**src/rtl/mem_access_if.sv**
```systemverilog
// Data-memory bus between the memory-access stage (master) and data memory (slave).
interface mem_access_if #(
  parameter int unsigned DATA_W = 32,
  parameter int unsigned ADDR_W = 32
);
  logic                  dm_req;
  logic                  dm_we;
  logic [ADDR_W-1:0]     dm_addr;
  logic [DATA_W/8-1:0]   dm_be;
  logic [DATA_W-1:0]     dm_wdata;
  logic                  dm_ack;
  logic [DATA_W-1:0]     dm_rdata;

  modport master (
    output dm_req, dm_we, dm_addr, dm_be, dm_wdata,
    input  dm_ack, dm_rdata
  );

  modport slave (
    input  dm_req, dm_we, dm_addr, dm_be, dm_wdata,
    output dm_ack, dm_rdata
  );
endinterface

```
**src/rtl/mem_access.sv**
```systemverilog
// Memory-access pipeline stage: ALU pass-through, sized loads/stores over a
// req/ack bus with misalignment, illegal-size and timeout faults. All outputs
// are registered, so this block doubles as the MEM/WB pipeline register.
module mem_access #(
  parameter int unsigned DATA_W     = 32,
  parameter int unsigned ADDR_W     = 32,
  parameter int unsigned REG_ADDR_W = 5,
  parameter int unsigned TIMEOUT    = 16
) (
  input  logic                  clk,
  input  logic                  rst,
  input  logic                  in_valid,
  output logic                  in_ready,
  input  logic                  mem_en_i,
  input  logic                  mem_we_i,
  input  logic [2:0]            mem_op_i,
  input  logic [ADDR_W-1:0]     mem_addr_i,
  input  logic [DATA_W-1:0]     store_data_i,
  input  logic [REG_ADDR_W-1:0] wd_i,
  input  logic                  wreg_i,
  input  logic [DATA_W-1:0]     wdata_i,
  mem_access_if.master          bus,
  output logic                  out_valid,
  output logic [REG_ADDR_W-1:0] wd_o,
  output logic                  wreg_o,
  output logic [DATA_W-1:0]     wdata_o,
  output logic                  fault_o,
  output logic [1:0]            fault_cause_o
);

  localparam int unsigned BE_W   = DATA_W / 8;
  localparam int unsigned LANE_W = $clog2(BE_W);
  localparam int unsigned CNT_W  = $clog2(TIMEOUT) + 1;
  localparam logic [CNT_W-1:0] CNT_LAST = CNT_W'(TIMEOUT - 1);

  localparam logic [1:0] CAUSE_NONE     = 2'b00;
  localparam logic [1:0] CAUSE_MISALIGN = 2'b01;
  localparam logic [1:0] CAUSE_TIMEOUT  = 2'b10;
  localparam logic [1:0] CAUSE_ILLEGAL  = 2'b11;

  typedef enum logic {S_IDLE, S_BUSY} state_t;

  // Registered state and outputs
  state_t                r_state;
  logic                  r_in_ready;
  logic                  r_dm_req, r_dm_we;
  logic [ADDR_W-1:0]     r_dm_addr;
  logic [BE_W-1:0]       r_dm_be;
  logic [DATA_W-1:0]     r_dm_wdata;
  logic                  r_out_valid, r_wreg_o, r_fault_o;
  logic [REG_ADDR_W-1:0] r_wd_o;
  logic [DATA_W-1:0]     r_wdata_o;
  logic [1:0]            r_fault_cause_o;
  logic [CNT_W-1:0]      r_cnt;
  // Operation latched at accept for use on the ack edge
  logic [2:0]            r_op;
  logic [LANE_W-1:0]     r_lane;
  logic                  r_we, r_wreg;
  logic [REG_ADDR_W-1:0] r_wd;

  // Next-state values
  state_t                w_state;
  logic                  w_in_ready;
  logic                  w_dm_req, w_dm_we;
  logic [ADDR_W-1:0]     w_dm_addr;
  logic [BE_W-1:0]       w_dm_be;
  logic [DATA_W-1:0]     w_dm_wdata;
  logic                  w_out_valid, w_wreg_o, w_fault_o;
  logic [REG_ADDR_W-1:0] w_wd_o;
  logic [DATA_W-1:0]     w_wdata_o;
  logic [1:0]            w_fault_cause_o;
  logic [CNT_W-1:0]      w_cnt;
  logic [2:0]            w_op;
  logic [LANE_W-1:0]     w_lane_q;
  logic                  w_we, w_wreg;
  logic [REG_ADDR_W-1:0] w_wd;

  // Decode results
  logic [LANE_W-1:0]     w_lane;
  logic [BE_W-1:0]       w_be_base;
  logic                  w_illegal, w_misaligned;
  logic [DATA_W-1:0]     w_st_data;
  logic [DATA_W-1:0]     w_rd_sh;
  logic [DATA_W-1:0]     w_ld_data;

  // Request decode: lane, byte enables, legality and alignment
  always_comb begin
    w_lane       = mem_addr_i[LANE_W-1:0];
    w_be_base    = BE_W'(1);
    w_misaligned = 1'b0;
    case (mem_op_i[1:0])
      2'b00: w_be_base = BE_W'(1);
      2'b01: begin
        w_be_base    = BE_W'(3);
        w_misaligned = mem_addr_i[0];
      end
      2'b10: begin
        w_be_base    = BE_W'(15);
        w_misaligned = (mem_addr_i[1:0] != 2'b00);
      end
      default: begin
        w_be_base    = {BE_W{1'b1}};
        w_misaligned = (mem_addr_i[2:0] != 3'b000);
      end
    endcase
    w_illegal = (mem_op_i == 3'b111) ||
                ((DATA_W == 32) && ((mem_op_i[1:0] == 2'b11) || (mem_op_i == 3'b110)));
    w_st_data = store_data_i << {w_lane, 3'b000};
  end

  // Load data: pick the addressed lanes and sign/zero extend
  always_comb begin
    w_rd_sh = bus.dm_rdata >> {r_lane, 3'b000};
    case (r_op)
      3'b000:  w_ld_data = DATA_W'($signed(w_rd_sh[7:0]));
      3'b001:  w_ld_data = DATA_W'($signed(w_rd_sh[15:0]));
      3'b010:  w_ld_data = DATA_W'($signed(w_rd_sh[31:0]));
      3'b100:  w_ld_data = DATA_W'(w_rd_sh[7:0]);
      3'b101:  w_ld_data = DATA_W'(w_rd_sh[15:0]);
      3'b110:  w_ld_data = DATA_W'(w_rd_sh[31:0]);
      default: w_ld_data = w_rd_sh;
    endcase
  end

  // FSM next-state and output logic
  always_comb begin
    w_state         = r_state;
    w_dm_req        = r_dm_req;
    w_dm_we         = r_dm_we;
    w_dm_addr       = r_dm_addr;
    w_dm_be         = r_dm_be;
    w_dm_wdata      = r_dm_wdata;
    w_out_valid     = 1'b0;
    w_wd_o          = r_wd_o;
    w_wreg_o        = r_wreg_o;
    w_wdata_o       = r_wdata_o;
    w_fault_o       = r_fault_o;
    w_fault_cause_o = r_fault_cause_o;
    w_cnt           = r_cnt;
    w_op            = r_op;
    w_lane_q        = r_lane;
    w_we            = r_we;
    w_wreg          = r_wreg;
    w_wd            = r_wd;

    case (r_state)
      S_IDLE: begin
        if (in_valid) begin
          if (!mem_en_i) begin
            w_out_valid     = 1'b1;
            w_wd_o          = wd_i;
            w_wreg_o        = wreg_i;
            w_wdata_o       = wdata_i;
            w_fault_o       = 1'b0;
            w_fault_cause_o = CAUSE_NONE;
          end else if (w_illegal || w_misaligned) begin
            w_out_valid     = 1'b1;
            w_wd_o          = wd_i;
            w_wreg_o        = 1'b0;
            w_fault_o       = 1'b1;
            w_fault_cause_o = w_illegal ? CAUSE_ILLEGAL : CAUSE_MISALIGN;
          end else begin
            w_state    = S_BUSY;
            w_dm_req   = 1'b1;
            w_dm_we    = mem_we_i;
            w_dm_addr  = {mem_addr_i[ADDR_W-1:LANE_W], LANE_W'(0)};
            w_dm_be    = w_be_base << w_lane;
            w_dm_wdata = w_st_data;
            w_cnt      = '0;
            w_op       = mem_op_i;
            w_lane_q   = w_lane;
            w_we       = mem_we_i;
            w_wreg     = wreg_i;
            w_wd       = wd_i;
          end
        end
      end
      S_BUSY: begin
        if (bus.dm_ack) begin
          w_state         = S_IDLE;
          w_dm_req        = 1'b0;
          w_out_valid     = 1'b1;
          w_wd_o          = r_wd;
          w_wreg_o        = r_we ? 1'b0 : r_wreg;
          w_wdata_o       = r_we ? r_wdata_o : w_ld_data;
          w_fault_o       = 1'b0;
          w_fault_cause_o = CAUSE_NONE;
        end else if (r_cnt == CNT_LAST) begin
          w_state         = S_IDLE;
          w_dm_req        = 1'b0;
          w_out_valid     = 1'b1;
          w_wd_o          = r_wd;
          w_wreg_o        = 1'b0;
          w_fault_o       = 1'b1;
          w_fault_cause_o = CAUSE_TIMEOUT;
        end else begin
          w_cnt = r_cnt + CNT_W'(1);
        end
      end
      default: w_state = S_IDLE;
    endcase

    w_in_ready = (w_state == S_IDLE);
  end

  // State and output registers with synchronous active-low reset
  always_ff @(posedge clk) begin
    if (!rst) begin
      r_state         <= S_IDLE;
      r_in_ready      <= 1'b1;
      r_dm_req        <= 1'b0;
      r_dm_we         <= 1'b0;
      r_dm_addr       <= '0;
      r_dm_be         <= '0;
      r_dm_wdata      <= '0;
      r_out_valid     <= 1'b0;
      r_wd_o          <= '0;
      r_wreg_o        <= 1'b0;
      r_wdata_o       <= '0;
      r_fault_o       <= 1'b0;
      r_fault_cause_o <= CAUSE_NONE;
      r_cnt           <= '0;
      r_op            <= '0;
      r_lane          <= '0;
      r_we            <= 1'b0;
      r_wreg          <= 1'b0;
      r_wd            <= '0;
    end else begin
      r_state         <= w_state;
      r_in_ready      <= w_in_ready;
      r_dm_req        <= w_dm_req;
      r_dm_we         <= w_dm_we;
      r_dm_addr       <= w_dm_addr;
      r_dm_be         <= w_dm_be;
      r_dm_wdata      <= w_dm_wdata;
      r_out_valid     <= w_out_valid;
      r_wd_o          <= w_wd_o;
      r_wreg_o        <= w_wreg_o;
      r_wdata_o       <= w_wdata_o;
      r_fault_o       <= w_fault_o;
      r_fault_cause_o <= w_fault_cause_o;
      r_cnt           <= w_cnt;
      r_op            <= w_op;
      r_lane          <= w_lane_q;
      r_we            <= w_we;
      r_wreg          <= w_wreg;
      r_wd            <= w_wd;
    end
  end

  assign in_ready      = r_in_ready;
  assign bus.dm_req    = r_dm_req;
  assign bus.dm_we     = r_dm_we;
  assign bus.dm_addr   = r_dm_addr;
  assign bus.dm_be     = r_dm_be;
  assign bus.dm_wdata  = r_dm_wdata;
  assign out_valid     = r_out_valid;
  assign wd_o          = r_wd_o;
  assign wreg_o        = r_wreg_o;
  assign wdata_o       = r_wdata_o;
  assign fault_o       = r_fault_o;
  assign fault_cause_o = r_fault_cause_o;

endmodule
```
**src/flat_wrapper.sv**
```systemverilog
// flat-port wrapper written by rule: the top's interface ports become plain ports
module mem_access_flat 
#(
  parameter int unsigned DATA_W     = 32,
  parameter int unsigned ADDR_W     = 32,
  parameter int unsigned REG_ADDR_W = 5,
  parameter int unsigned TIMEOUT    = 16
)
  (clk, rst, in_valid, in_ready, mem_en_i, mem_we_i, mem_op_i, mem_addr_i, store_data_i, wd_i, wreg_i, wdata_i, out_valid, wd_o, wreg_o, wdata_o, fault_o, fault_cause_o, bus_dm_req, bus_dm_we, bus_dm_addr, bus_dm_be, bus_dm_wdata, bus_dm_ack, bus_dm_rdata);
  mem_access_if #(.DATA_W(DATA_W), .ADDR_W(ADDR_W)) bus_i ();
  input  logic clk;
  input  logic rst;
  input  logic in_valid;
  output logic in_ready;
  input  logic mem_en_i;
  input  logic mem_we_i;
  input  logic [2:0] mem_op_i;
  input  logic [ADDR_W-1:0] mem_addr_i;
  input  logic [DATA_W-1:0] store_data_i;
  input  logic [REG_ADDR_W-1:0] wd_i;
  input  logic wreg_i;
  input  logic [DATA_W-1:0] wdata_i;
  output logic out_valid;
  output logic [REG_ADDR_W-1:0] wd_o;
  output logic wreg_o;
  output logic [DATA_W-1:0] wdata_o;
  output logic fault_o;
  output logic [1:0] fault_cause_o;
  output wire logic [$bits(bus_i.dm_req)-1:0] bus_dm_req;
  output wire logic [$bits(bus_i.dm_we)-1:0] bus_dm_we;
  output wire logic [$bits(bus_i.dm_addr)-1:0] bus_dm_addr;
  output wire logic [$bits(bus_i.dm_be)-1:0] bus_dm_be;
  output wire logic [$bits(bus_i.dm_wdata)-1:0] bus_dm_wdata;
  input wire logic [$bits(bus_i.dm_ack)-1:0] bus_dm_ack;
  input wire logic [$bits(bus_i.dm_rdata)-1:0] bus_dm_rdata;
  assign bus_dm_req = bus_i.dm_req;
  assign bus_dm_we = bus_i.dm_we;
  assign bus_dm_addr = bus_i.dm_addr;
  assign bus_dm_be = bus_i.dm_be;
  assign bus_dm_wdata = bus_i.dm_wdata;
  assign bus_i.dm_ack = bus_dm_ack;
  assign bus_i.dm_rdata = bus_dm_rdata;
  mem_access #(.DATA_W(DATA_W), .ADDR_W(ADDR_W), .REG_ADDR_W(REG_ADDR_W), .TIMEOUT(TIMEOUT)) u_core (.clk(clk), .rst(rst), .in_valid(in_valid), .in_ready(in_ready), .mem_en_i(mem_en_i), .mem_we_i(mem_we_i), .mem_op_i(mem_op_i), .mem_addr_i(mem_addr_i), .store_data_i(store_data_i), .wd_i(wd_i), .wreg_i(wreg_i), .wdata_i(wdata_i), .bus(bus_i), .out_valid(out_valid), .wd_o(wd_o), .wreg_o(wreg_o), .wdata_o(wdata_o), .fault_o(fault_o), .fault_cause_o(fault_cause_o));
endmodule
```
**config.mk**
```make
export PLATFORM = sky130hd
export DESIGN_NAME = mem_access_flat
export DESIGN_NICKNAME = d
export VERILOG_FILES = /design/src/rtl/mem_access_if.sv /design/src/rtl/mem_access.sv /design/src/flat_wrapper.sv
export SDC_FILE = /design/constraint.sdc
export NUM_CORES = 1
export LEC_CHECK = 0
export ABC_AREA = 1
export CORE_MARGIN = 4
export CORE_UTILIZATION = 43
export CTS_CLUSTER_DIAMETER = 40
export DETAILED_ROUTE_END_ITERATION = 6
export PLACE_DENSITY = 0.85
export SETUP_SLACK_MARGIN = 0.15
export SLEW_MARGIN = 30
export SYNTH_ARGS = -nofsm -noshare
export SYNTH_HDL_FRONTEND = slang
export SYNTH_SLANG_ARGS = --single-unit
```
**constraint.sdc**
```tcl
create_clock -name clk -period 2.46 [get_ports clk]
set_clock_uncertainty 0.1 [all_clocks]
set_input_delay 0.738 -clock clk [delete_from_list [all_inputs] [get_ports clk]]
set_output_delay 0.738 -clock clk [all_outputs]
set_load 0.01 [all_outputs]
```
==> results of run 1 <==
[power breakdown]
part           switching (mW)  internal, mW  total [mW]
clock                   0.960          1.51        2.47
combinational           0.481         0.551        1.03
sequential             0.0527          2.17        2.22
[worst max path at each step]
stage                               to  slack [ps]
5_1_grt         u_core.bus.dm_wdata[1]         160
6_report              bus_dm_wdata[28]         250
2_1_floorplan         u_core.r_lane[0]         510
3_3_place_gp   u_core.bus.dm_wdata[30]          -2
3_5_place_dp   u_core.fault_cause_o[0]         -70
4_1_cts                 bus_dm_addr[2]         240
[final cells by class]
class                   instances  area (um^2)  share of cell area
well taps                     180          225              0.0232
multi-input cells             675         3090               0.318
repair buffers                303         2990               0.309
clock inverters                14          143              0.0147
flip-flops and latches        128         2560               0.265
inverters                      65          244              0.0252
clock buffers                  18          439              0.0453
[registers in the layout, indices dropped and copies added, names as in the netlist, 2 cells and up]
register,count
u_core.fault_cause_o,2
u_core.r_lane,2
u_core.bus.dm_wdata,32
u_core.bus.dm_addr,30
u_core.r_cnt,5
u_core.wd_o,5
u_core.r_wd,5
u_core.r_op,3
u_core.bus.dm_be,4
u_core.wdata_o,32
[Yosys cell counts (all sizes together) (2+ instances only)]
cell / number / area share
o21bai: 16 / 0.019
a21oi: 91 / 0.073
clkbuf: 28 / 0.017
ha: 2 / 0.0040
dfxtp: 128 / 0.41
nor2: 67 / 0.043
o21ai: 96 / 0.078
nand3: 43 / 0.035
nand2: 314 / 0.19
nand3b: 2 / 0.0024
a31oi: 8 / 0.0081
o22a: 8 / 0.011
buf: 35 / 0.034
o211ai: 10 / 0.012
nand4: 5 / 0.0075
or2: 8 / 0.0081
inv: 65 / 0.039
[metal layers]
metal  share of wire  wire [um]
met5               0          0
met4           0.026        575
met3            0.11       2390
met2            0.48      10400
met1            0.39       8550
[stage by stage]
stage	worst slack, ps	TNS (ps)	cells	hold slack (ps)
after floorplan	506	0	931	325
after global placement	-1.89	-1.89	1351	329
after detailed placement	-74.9	-962	1351	335
after CTS	239	0	1383	345
after global routing	163	0	1383	359
final	255	0	1383	344
[repair_timing]
action | in CTS | in global routing
buffers inserted | 0 | 0
endpoints found under the setup margin | 0 | 2
gates resized for setup | 0 | 1
[logic make-up after synthesis]
family	count (synthesis)	share of synthesized area
other cells	1	0.000604
simple gates	441	0.288
fa+ha+maj	2	0.00403
compound gates	230	0.203
buf+inv	128	0.0907
flops	128	0.413
==> results.json, run 1 <==
{
  "die_area_mm2": 0.0164,
  "wirelength_um": 21900,
  "setup_viol": 0,
  "core_mm2": 0.0140,
  "synth_top_flop_cell": "dfxtp_1",
  "p_per_area_mw_per_mm2": 591,
  "grt_max_degree": 65,
  "synthArstFlopShare": 0,
  "met1_usage": 0.303,
  "crit_path_start": "u_core.bus.dm_wdata[28]",
  "cts_tree": "done",
  "rr_worst_depth": 10,
  "period_minus_slack_ps": 2210,
  "crit_fanout": 2,
  "synthToLayoutAreaGrowth_pct": 56.2,
  "status": "finished clean",
  "worstHoldPathType": "register to register",
  "final_area_mm2": 0.00969,
  "numPortBuffers": 253,
  "r2r_start": "u_core.r_cnt[0]",
  "crit_buf_inv": 1,
  "drcViolationCount": 0,
  "crit_path_start_kind": "register",
  "postPlaceCellArea_mm2": 0.00911,
  "vias_per_cell": 5.15,
  "drt_iter0_markers": 530,
  "reg2reg_setup_slack_ps": 460,
  "final_cell_mix": "310 x nand2_1, 252 x clkdlybuf4s50_1, 127 x dfxtp_1, 94 x o21ai_0, 91 x a21oi_1",
  "nNetsFinal": 1335,
  "maxSlewViolCount": 0,
  "nFillCells": 1168,
  "min_period_over_period": 0.897,
  "yosysWarningCount": 0,
  "end_kind": "output port",
  "synth_edf_count": 0,
  "diodes": 0,
  "die_x_um": 128,
  "finalWeightedCongestion": 0.928,
  "seq_area_frac_synth": 0.413,
  "fmax_mhz": 453,
  "start_util": 0.444,
  "hold_viol_final": 0,
  "die_y_um": 128,
  "wl_per_cell_um": 15.9,
  "cp.arrival_ps": 1370,
  "min_to": "u_core.bus.dm_wdata[10]",
  "path_delay_family": "buffers and inverters",
  "crit_chain": "clkdlybuf4s50_1",
  "layout_commonest_cell": "nand2_1",
  "met2_usage": 0.448,
  "h-tree-depth": 4,
  "cts_num_sinks": 128,
  "grt_usage": 0.265,
  "drive_gt1_frac": 0.0873,
  "critPathKind": "register to output port",
  "fin_util": 0.693,
  "hold_buffers": 0,
  "r2r-end": "u_core.wd_o[1]",
  "synth.distinct_cells": 31,
  "clk_latency_ps": 410,
  "synth_cells": 930,
  "clock_path_buffers": 2,
  "rows": 43,
  "worst-slew-pin-transition_ps": 646,
  "ioPinCount": 256,
  "relSlewSlack": 0.568,
  "critical_path_required_ps": 1620,
  "grt_pass1_vias": 6926,
  "top_usage_layer": "met2",
  "yosys_register_bits": 128,
  "crit_slowest_cell": "clkdlybuf4s50_1",
  "hpwl_um": 16200,
  "slowest_delay_ps": 610,
  "leakage_nw": 3.97,
  "cts.clk_slew.worst_paths_ps": 60,
  "vias": 7121,
  "cp.depth": 1,
  "totalPowerFinal_mw": 5.72,
  "rsz0062_at_grt": "no",
  "first_pass_iters": 5,
  "overflow": 0,
  "grtUsageMet3": 0.101,
  "antenna_left": 0,
  "hold_depth": 2,
  "cts_buffers": 17,
  "root_buffer": "clkbuf_16",
  "grt_first_pass_wirelength_um": 34600,
  "maxCapViolCount": 0,
  "peakVddDrop_mv": 0.467,
  "min_from": "u_core.bus.dm_wdata[10]",
  "syn_area_per_cell_um2": 6.67,
  "antenna_found_initial": 0,
  "synthesis.area_mm2": 0.00621
}
(Power assumes the default switching activity.)
==> run 2: changes to the inputs <==
--- a/config.mk
+++ b/config.mk
@@ -7,10 +7,10 @@
 export LEC_CHECK = 0
 export ABC_AREA = 1
 export CORE_MARGIN = 4
-export CORE_UTILIZATION = 43
+export CORE_UTILIZATION = 47
 export CTS_CLUSTER_DIAMETER = 40
 export DETAILED_ROUTE_END_ITERATION = 6
-export PLACE_DENSITY = 0.85
+export PLACE_DENSITY = 0.92
 export SETUP_SLACK_MARGIN = 0.15
 export SLEW_MARGIN = 30
 export SYNTH_ARGS = -nofsm -noshare
==> constraint.sdc (replaced) <==
create_clock -name clk -period 2.8 [get_ports clk]
set_clock_uncertainty 0.1 [all_clocks]
set_input_delay 0.84 -clock clk [delete_from_list [all_inputs] [get_ports clk]]
set_output_delay 0.84 -clock clk [all_outputs]
set_load 0.01 [all_outputs]
==> run 2 against run 1 <==
Effect of this change: power fell by 15%; global-route usage is 2.0 points higher; worst hold slack improved by 1.2 ps; design area shrank 3.1%; wire length hardly changed.
==> results.json, run 2 (synthesis gave the netlist of run 1 again) <==
{
  "status": "finished clean",
  "clock_path_buffers": 2,
  "maxSlewViolCount": 0,
  "slowest_delay_ps": 560,
  "relSlewSlack": 0.568,
  "nNetsFinal": 1305,
  "finalSetupTns_ps": 0,
  "ioPinCount": 256,
  "fmax_mhz": 415,
  "die_y_um": 123,
  "crit_path_frequent_cell": "nand2_1",
  "die_x_um": 123,
  "drt_iter0_markers": 751,
  "grt_first_pass_wirelength_um": 33600,
  "cts_buffers": 17,
  "grt_pass1_vias": 7015,
  "finalWeightedCongestion": 0.932,
  "crit_fanout": 25,
  "numPortBuffers": 253,
  "worst-slew-pin-transition_ps": 647,
  "cts_setup_buffers": 0,
  "vias": 7203,
  "peakVddDrop_mv": 0.423,
  "cp.arrival_ps": 2660,
  "end_kind": "register",
  "maxCapViolCount": 0,
  "vias_per_cell": 5.36,
  "root_buffer": "clkbuf_16",
  "fin_util": 0.735,
  "core_mm2": 0.0128,
  "crit_path_start_kind": "primary input",
  "crit_chain": "clkdlybuf4s50_1 -> nor2_4 -> nand2_1 -> nand2_2 -> nand4_4 -> buf_4 -> nor2_2 -> nand2_1 -> nand2_1",
  "setup_viol": 0,
  "rsz0062_at_grt": "no",
  "critPathKind": "primary input to register",
  "min_period_over_period": 0.861,
  "synthToLayoutAreaGrowth_pct": 51.4,
  "p_per_area_mw_per_mm2": 520,
  "grt_max_degree": 65,
  "clk_latency_ps": 410,
  "die_area_mm2": 0.0151,
  "drcViolationCount": 0,
  "crit_slowest_cell": "clkdlybuf4s50_1",
  "leakage_nw": 3.83,
  "hold_buffers": 0,
  "cts.clk_slew.worst_paths_ps": 60,
  "crit_buf_inv": 2,
  "antenna_left": 0,
  "wirelength_um": 21900,
  "h-tree-depth": 4,
  "grt_usage": 0.285,
  "final_cell_mix": "311 x nand2_1, 252 x clkdlybuf4s50_1, 127 x dfxtp_1, 94 x o21ai_0, 91 x a21oi_1",
  "critical_path_required_ps": 3050,
  "cts_tree": "done",
  "drive_gt1_frac": 0.0622,
  "worstHoldPathType": "register to register",
  "overflow": 0,
  "rows": 41,
  "first_pass_iters": 5,
  "hpwl_um": 15800,
  "period_minus_slack_ps": 2410,
  "layout_commonest_cell": "nand2_1",
  "cts_resized": 0,
  "diodes": 0,
  "antenna_found_initial": 0,
  "cts_num_sinks": 128,
  "start_util": 0.486,
  "hold_viol_final": 0,
  "path_delay_family": "simple AND/OR/NAND/NOR gates",
  "wl_per_cell_um": 16.3
}
run 2: cell count changes in the layout (fill, tap and decap cells not counted):
cell        delta
buf_12         -3
clkinv_2       +1
clkinv_4       +3
clkbuf_1       +1
clkinvlp_4     -5
bufinv_16      -1
nand2_1        +1
nand2_2        -1
buf_4         -27
inv_6          +1
run 2: cell type report:
cell class / instances / area [um^2]
fill: 919 / 3380
multi-input combinational: 675 / 3080
timing repair buffer: 273 / 2730
sequential: 128 / 2560
clock buffer: 19 / 443
inverter: 65 / 244
tap: 172 / 215
clock inverter: 13 / 115
run 2: metal layers:
layer  vias to the layer above  part of all wire  GRT usage
li1                       3469                 -          -
met5                         -                 0          0
met1                      3245              0.37      0.314
met2                       403              0.47      0.486
met3                        86              0.11      0.100
met4                         0             0.043      0.143
run 2: power breakdown:
group	internal, mW	leakage [nW]	total, mW	switching (mW)
Combinational	0.442	2.51	0.858	0.416
Clock	1.24	0.277	2.07	0.824
Sequential	1.91	1.04	1.96	0.0487
run 2: worst paths after layout:
check                                              from  slack, ps  cells past startpoint                      end
worst max register to register          u_core.r_cnt[0]        770                     10  u_core.fault_cause_o[0]
worst min-delay path            u_core.bus.dm_wdata[13]        350                      2  u_core.bus.dm_wdata[13]
worst min register to register  u_core.bus.dm_wdata[13]        350                      2  u_core.bus.dm_wdata[13]
worst max-delay path                      mem_addr_i[0]        390                      9   u_core.bus.dm_wdata[0]
run 2: through the flow:
| stage | std cells | total power, mW | hold WS (ps) | instance area (um^2) | setup slack, ps |
|---|---|---|---|---|---|
| after detailed placement | 1313 | 2.84 | 334 | 8830 | 67.3 |
| final | 1345 | 4.88 | 345 | 9390 | 389 |
| after global placement | 1313 | 2.82 | 327 | 8830 | 112 |
| after CTS | 1345 | 4.91 | 347 | 9390 | 433 |
| after global routing | 1345 | 5.07 | 364 | 9390 | 287 |
| after floorplan | 931 | 2.37 | 325 | 6210 | 744 |
run 2: worst reg2reg max path: cells and delay by family, from the launching register on:
kind / cells / cell delay, ps
AND/OR/NAND/NOR: 7 / 850
adder cells (fa/ha/maj): 2 / 380
flip-flops: 1 / 400
buffers and inverters: 1 / 230
